<file path="src/rtl/om_seq_ctrl.sv">
// Sequencer for a radix-2 signed-digit online multiplier stage. It holds the
// on-the-fly converted operand prefixes and the carry-save residual, and it emits product digits.

module om_seq_otf #(
  parameter int W  = 8,
  parameter int JW = 4
) (
  input  logic          en,
  input  logic [1:0]    dig,
  input  logic [JW-1:0] pos,
  input  logic [W:0]    q,
  input  logic [W:0]    qm,
  output logic [W:0]    q_nxt,
  output logic [W:0]    qm_nxt
);
  localparam logic [W:0] ONE = {{W{1'b0}}, 1'b1};
  logic [W:0] bitm;

  assign bitm = ONE << pos;

  // QM tracks Q - 2^p, so a -1 digit is a bit-set on QM rather than a borrow.
  always_comb begin
    q_nxt  = q;
    qm_nxt = qm;
    if (en) begin
      case (dig)
        2'b10:   begin q_nxt = q | bitm; qm_nxt = q; end
        2'b01:   q_nxt  = qm | bitm;
        default: qm_nxt = qm | bitm;
      endcase
    end
  end
endmodule

module om_seq_ctrl #(
  parameter int WL_XY = 8,
  parameter int DELTA = 3
) (
  input  logic               clk,
  input  logic               rst_n,
  input  logic               start,
  input  logic               in_valid,
  output logic               in_ready,
  input  logic [1:0]         x_in,
  input  logic [1:0]         y_in,
  output logic [1:0]         z_out,
  output logic               z_valid,
  output logic               busy,
  output logic               done,
  output logic [1:0]         stg_x,
  output logic [1:0]         stg_y,
  output logic [WL_XY:0]     stg_xY_in,
  output logic [WL_XY:0]     stg_yX_in,
  output logic [WL_XY+3:0]   stg_Ws_in,
  output logic [WL_XY+3:0]   stg_Wc_in,
  input  logic [1:0]         stg_z,
  input  logic [WL_XY+3:0]   stg_Ws_out,
  input  logic [WL_XY+3:0]   stg_Wc_out
);
  localparam int JW = $clog2(WL_XY + DELTA + 1);
  localparam int RW = WL_XY + 4;
  localparam logic [WL_XY:0]  QM_INIT  = {1'b1, {WL_XY{1'b0}}};
  localparam logic [JW-1:0]   J_LAST_L = JW'(WL_XY - 1);
  localparam logic [JW-1:0]   J_LAST_F = JW'(WL_XY + DELTA - 1);
  localparam logic [JW-1:0]   J_DELTA  = JW'(DELTA);

  typedef enum logic [1:0] {IDLE, LOAD, FLUSH} state_t;

  state_t                  state_q, state_d;
  logic [JW-1:0]           j_q, j_d;
  // lane 0 = X, lane 1 = Y
  logic [1:0][WL_XY:0]     q_q, q_d, qm_q, qm_d, q_nxt, qm_nxt;
  logic [RW-1:0]           ws_q, ws_d, wc_q, wc_d;
  logic [1:0]              z_out_q, z_out_d;
  logic                    z_valid_q, z_valid_d;
  logic                    done_q, done_d;
  logic [1:0][1:0]         dig;
  logic                    load_step, step;
  logic [JW-1:0]           pos;

  function automatic logic [1:0] san(input logic [1:0] d);
    return (d == 2'b11) ? 2'b00 : d;
  endfunction

  assign load_step = (state_q == LOAD) && in_valid;
  assign step      = load_step || (state_q == FLUSH);
  assign dig       = load_step ? {san(y_in), san(x_in)} : '0;
  assign pos       = J_LAST_L - j_q;

  generate
    for (genvar i = 0; i < 2; i++) begin : g_otf
      om_seq_otf #(.W(WL_XY), .JW(JW)) u_otf (
        .en     (load_step),
        .dig    (dig[i]),
        .pos    (pos),
        .q      (q_q[i]),
        .qm     (qm_q[i]),
        .q_nxt  (q_nxt[i]),
        .qm_nxt (qm_nxt[i])
      );
    end
  endgenerate

  assign in_ready  = (state_q == LOAD);
  assign busy      = (state_q != IDLE);
  assign done      = done_q;
  assign z_out     = z_out_q;
  assign z_valid   = z_valid_q;
  assign stg_x     = dig[0];
  assign stg_y     = dig[1];
  assign stg_xY_in = q_nxt[1];
  assign stg_yX_in = q_q[0];
  assign stg_Ws_in = ws_q;
  assign stg_Wc_in = wc_q;

  always_comb begin
    state_d   = state_q;
    j_d       = j_q;
    q_d       = q_q;
    qm_d      = qm_q;
    ws_d      = ws_q;
    wc_d      = wc_q;
    z_out_d   = 2'b00;
    z_valid_d = 1'b0;
    done_d    = 1'b0;
    case (state_q)
      // done_q marks the cycle just after FLUSH; a start there is dropped
      IDLE: if (start && !done_q) begin
        state_d = LOAD;
        j_d     = '0;
        q_d     = '0;
        qm_d    = {2{QM_INIT}};
        ws_d    = '0;
        wc_d    = '0;
      end
      LOAD:  if (in_valid && j_q == J_LAST_L) state_d = FLUSH;
      FLUSH: if (j_q == J_LAST_F) begin
        state_d = IDLE;
        done_d  = 1'b1;
      end
      default: state_d = IDLE;
    endcase
    if (step) begin
      j_d  = j_q + 1'b1;
      ws_d = stg_Ws_out;
      wc_d = stg_Wc_out;
      q_d  = q_nxt;
      qm_d = qm_nxt;
      if (j_q >= J_DELTA) begin
        z_out_d   = stg_z;
        z_valid_d = 1'b1;
      end
    end
  end

  always_ff @(posedge clk) begin
    if (!rst_n) begin
      state_q   <= IDLE;
      j_q       <= '0;
      q_q       <= '0;
      qm_q      <= {2{QM_INIT}};
      ws_q      <= '0;
      wc_q      <= '0;
      z_out_q   <= 2'b00;
      z_valid_q <= 1'b0;
      done_q    <= 1'b0;
    end else begin
      state_q   <= state_d;
      j_q       <= j_d;
      q_q       <= q_d;
      qm_q      <= qm_d;
      ws_q      <= ws_d;
      wc_q      <= wc_d;
      z_out_q   <= z_out_d;
      z_valid_q <= z_valid_d;
      done_q    <= done_d;
    end
  end
endmodule

</file>
<file path="config.mk">
export PLATFORM = sky130hd
export DESIGN_NAME = om_seq_ctrl
export DESIGN_NICKNAME = d
export VERILOG_FILES = /design/src/rtl/om_seq_ctrl.sv
export SDC_FILE = /design/constraint.sdc
export NUM_CORES = 1
export LEC_CHECK = 0
export ABC_AREA = 1
export ABC_CLOCK_PERIOD_IN_PS = 3200
export CORE_MARGIN = 1.5
export CORE_UTILIZATION = 45
export CTS_CLUSTER_SIZE = 20
export DETAILED_ROUTE_END_ITERATION = 12
export PLACE_DENSITY_LB_ADDON = 0.3
export SETUP_SLACK_MARGIN = 0.05
export SYNTH_ARGS = -nofsm -noshare
export SYNTH_HDL_FRONTEND = slang
export SYNTH_SLANG_ARGS = --single-unit
export TNS_END_PERCENT = 1
</file>
<file path="constraint.sdc">
create_clock -name clk -period 3.2 [get_ports clk]
set_input_delay 0.48 -clock clk [delete_from_list [all_inputs] [get_ports clk]]
set_output_delay 0.48 -clock clk [all_outputs]
set_load 0.01 [all_outputs]
</file>
==> key figures <==
Power and ir drop
  – Worst vdd rail ir drop: 0.2771 mV
  – Power per unit of standard cell area: 431.3 mW/mm^2
  – Static Leakage: 2.300 nW

Synthesis
  – Synth Register Bits: 70
  – Synth Instances: roughly 510
  – Warnings, synthesis: 0
  – Register area share after synthesis: between 40% and 50%
  – Net Count, Synth: approximately 550
  – Cell area after synthesis: roughly 0.0034 sq mm
  – Average cell area after synthesis: 6.574 sq um
  – Unique masters post-synth: 25

Clock tree
  – Number of levels in the clock H-tree: 3
  – CTS clock-pin slew for the worst setup and hold paths: 0.07 ns
  – Clk root buf: sky130_fd_sc_hd__clkbuf_8
  – Clock latency reported for the late side of the worst-skew pair: between 0.3 and 0.4 ns
  – CTS Buf Count: 9
  – Clock tree from TritonCTS: yes
  – CTS sink cnt: 70
  – Maximum count of clock buffers along a single path: 2

Global routing
  – Aggregate global-route resource usage: a little under a quarter
  – Global Route met3 Usage: just over 7%
  – Global-route met1 utilization: 28.05%
  – Antenna violations before repair: 0
  – Number of global-route vias before repair: roughly 3.2k
  – Congestion Overflow GR: 0
  – Global-route wire length before repair: ~14,000 microns
  – Most congested layer reported by global routing: met2
  – Largest net degree at the start of global routing: 37
  – Met2 global-route usage: approximately 38%

Finish
  – Seq. cell area: around 0.0014 sq mm
  – Area overhead of the layout relative to synthesis: 37.32%
  – Antenna Cells: 0
  – Filler Cells Inserted: 670
  – Fin nets: about 650
  – Area occupied by multi-input gates: about 0.0016 sq mm
  – Fraction of layout cells with a size suffix above 1: 7.818%
  – Count of non-filler cells in the finished layout: around 700

Setup path
  – Category of the worst setup path launch point: primary input
  – Worst setup slack for register-to-register paths: ~1.2 ns
  – Kind of end point of the critical path: output pin
  – WP data arrival: 2.50 ns
  – Required time worst endpoint: around 2.7 ns
  – Launch instance of the worst register-to-register path: state_q[1]$_SDFFE_PN0P_
  – Crit-path max FO: 3
  – Number of cells traversed by the worst register-to-register path: 11
  – Worst r2r dst: stg_Wc_in[6]$_SDFFE_PN0P_
  – Worst Path Class, Setup: in2out
  – First element of the critical path: y_in[1]

Drt
  – Residual antenna-violating net count after detailed routing: 0
  – Number of DRC markers after the initial detailed-route iteration: ~170
  – Pre-Repair DR Iteration Count: 5
  – Routed length per placed instance: 12.15 microns
  – Vias after detailed routing: roughly 3.5k
  – WL final: ~8700 microns
  – Number of design rule violations left after detail routing: 0
  – Routed vias/inst: just under 5

Timing
  – Time the worst path needs with I/O delays and setup: 2.982 ns
  – Headroom to the max-slew limit: about 68%
  – Least-Margin Pin Slew: about 0.48 ns
  – Highest clock rate: ~340 MHz
  – Max-slew violations: 0
  – Final-report hold violation count: 0
  – RSZ-0062 raised after global routing: false
  – Worst-case setup margin in the final layout: 0.2180 ns
  – Period utilization: between 90% and 100%
  – Final setup skew: around 0.0066 ns
  – Final hold slack: 0.4447 ns
  – Total setup violations reported at the end of the flow: 0

Worst hold path
  – Hold_sp: stg_Ws_in[1]$_SDFFE_PN0P_
  – Number of cells on the worst hold path: 2
  – Classification of the worst-slack hold path: reg2reg
  – Worst Hold Endpoint: stg_Ws_in[1]$_SDFFE_PN0P_

Job
  – Max-cap violations: 0

Floorplan
  – Floorplan die area: ~0.0080 sq mm
  – Die outline height: 89.49 microns
  – Initial Util: between 40 and 50%
  – Number of core rows: 31
  – I/O pin total: 86
  – Core area: a little over 0.007 sq mm
  – Die X-Extent: approximately 89 microns

Place
  – Post-DP HPWL: between 6000 and 7000 microns
  – # port buffers: 85
  – Placed cells: 697
  – Final weighted congestion in routability-driven placement: between 0.9 and 1
  – Pre-CTS setup slack: -0.1345 ns

Outcome
  – Outcome: complete, no violations
[cells in the final DEF, fill, tap and decap left out, drive strengths merged]
| cell type | n |
|---|---|
| nor2 | 30 |
| clkinv | 3 |
| o211ai | 4 |
| clkinvlp | 1 |
| dlymetal6s2s | 1 |
| buf | 17 |
| dlygate4sd2 | 8 |
| nand2 | 208 |
| clkdlybuf4s50 | 76 |
| ha | 8 |
| o21ai | 51 |
| a21oi | 19 |
| dfxtp | 70 |
| nor3 | 4 |
| nand3 | 37 |
| or2 | 1 |
| o22ai | 1 |
| inv | 62 |
| clkbuf | 11 |
| bufinv | 2 |
[state kept, by name, summed over array words and instances, names as in the netlist]
register / cells
z_out: 2
stg_yX_in: 9
stg_Wc_in: 12
done: 1
j_q: 4
qm_q: 18
stg_Ws_in: 12
q_q: 9
state_q: 2
z_valid: 1
[Yosys cell counts]
| library cell | n | area, sq um |
|---|---|---|
| sky130_fd_sc_hd__nand2_1 | 206 | 773.2 |
| sky130_fd_sc_hd__dfxtp_1 | 70 | 1401 |
| sky130_fd_sc_hd__inv_1 | 58 | 217.7 |
| sky130_fd_sc_hd__o21ai_0 | 47 | 235.2 |
| sky130_fd_sc_hd__nand3_1 | 35 | 175.2 |
| sky130_fd_sc_hd__nor2_1 | 26 | 97.59 |
| sky130_fd_sc_hd__a21oi_1 | 19 | 95.09 |
| sky130_fd_sc_hd__buf_2 | 11 | 55.05 |
| sky130_fd_sc_hd__ha_1 | 8 | 100.1 |
| sky130_fd_sc_hd__inv_2 | 4 | 15.01 |
| sky130_fd_sc_hd__nor3_1 | 4 | 20.02 |
| sky130_fd_sc_hd__o211ai_1 | 4 | 30.03 |
| sky130_fd_sc_hd__clkbuf_1 | 3 | 11.26 |
| sky130_fd_sc_hd__nor2_4 | 3 | 33.78 |
| sky130_fd_sc_hd__o21ai_1 | 3 | 15.01 |
| sky130_fd_sc_hd__nand2_2 | 2 | 12.51 |
| sky130_fd_sc_hd__buf_4 | 1 | 7.510 |
| sky130_fd_sc_hd__buf_6 | 1 | 11.26 |
| sky130_fd_sc_hd__clkinv_1 | 1 | 3.750 |
| sky130_fd_sc_hd__nand3_2 | 1 | 10.01 |
| sky130_fd_sc_hd__nand3_4 | 1 | 17.52 |
| sky130_fd_sc_hd__nor2_2 | 1 | 6.260 |
| sky130_fd_sc_hd__o21ai_2 | 1 | 8.760 |
| sky130_fd_sc_hd__o22ai_1 | 1 | 6.260 |
| sky130_fd_sc_hd__or2_2 | 1 | 6.260 |
[routing by layer]
layer | wire [microns] | vias up
met5 | 0 | -
met4 | 147 | 0
met3 | 656 | 16
met2 | 4109 | 134
met1 | 3746 | 1583
li1 | - | 1795
[cell type report]
cell class / count / area share, %
multi-input cells: 363 / 35.54
clock inverters: 5 / 1.760
flip-flops and latches: 70 / 30.32
inverters: 63 / 5.143
well taps: 99 / 2.680
repair buffers: 102 / 21.28
clock buffers: 11 / 3.276
[cells by family after synthesis]
group	share of synthesized area [%]
flip-flops	41.64
buffers and inverters	9.554
AND/OR/NAND/NOR	34.24
AO/OA/AOI/OAI	11.60
adder cells (fa/ha/maj)	2.974
[worst max-delay path by stage]
stage	end	slack, ns	depth (start not counted)
6_report	stg_xY_in[8]	0.22	11
5_1_grt	stg_xY_in[0]	0.08	11
4_1_cts	stg_xY_in[8]	0.06	12
3_5_place_dp	stg_xY_in[0]	-0.13	9
3_3_place_gp	stg_xY_in[5]	-0.08	9
2_1_floorplan	stg_xY_in[5]	0.59	8
[stage by stage]
| stage | setup TNS [ns] | total power, mW | instance area, sq um | utilization, % |
|---|---|---|---|---|
| after detailed placement | -0.9099 | 1.189 | 4395 | 60.60 |
| final | 0 | 1.994 | 4622 | 63.72 |
| after floorplan | 0 | 1.070 | 3366 | - |
| after CTS | 0 | 2.009 | 4619 | 63.69 |
| after global placement | -0.5361 | 1.185 | 4395 | 60.60 |
| after global routing | 0 | 2.079 | 4622 | 63.72 |
[worst max-delay path: stages]
cell	delay [ns]
sky130_fd_sc_hd__clkdlybuf4s50_1	0.46
sky130_fd_sc_hd__inv_1	0.05
sky130_fd_sc_hd__nor3_1	0.26
sky130_fd_sc_hd__buf_4	0.17
sky130_fd_sc_hd__inv_1	0.04
sky130_fd_sc_hd__ha_1	0.21
sky130_fd_sc_hd__o21ai_0	0.08
sky130_fd_sc_hd__nand2_1	0.08
sky130_fd_sc_hd__o21ai_1	0.16
sky130_fd_sc_hd__inv_1	0.05
sky130_fd_sc_hd__clkdlybuf4s50_1	0.47
[repair_timing]
action | CTS | global route
pin swaps | 0 | 1
buffers inserted | 0 | 0
endpoints found under the setup margin | 9 | 7
gates resized for setup | 10 | 1
hold buffers | 0 | 0
cloned | 0 | 0
[power by group]
| group | internal [mW] | switching (mW) | total [mW] | leakage [nW] |
|---|---|---|---|---|
| clock network | 0.481 | 0.341 | 0.823 | 0.116 |
| registers | 0.899 | 0.0165 | 0.915 | 0.568 |
| logic | 0.118 | 0.138 | 0.256 | 1.62 |
| total | 1.50 | 0.496 | 1.99 | 2.30 |
(Power assumes the default switching activity.)
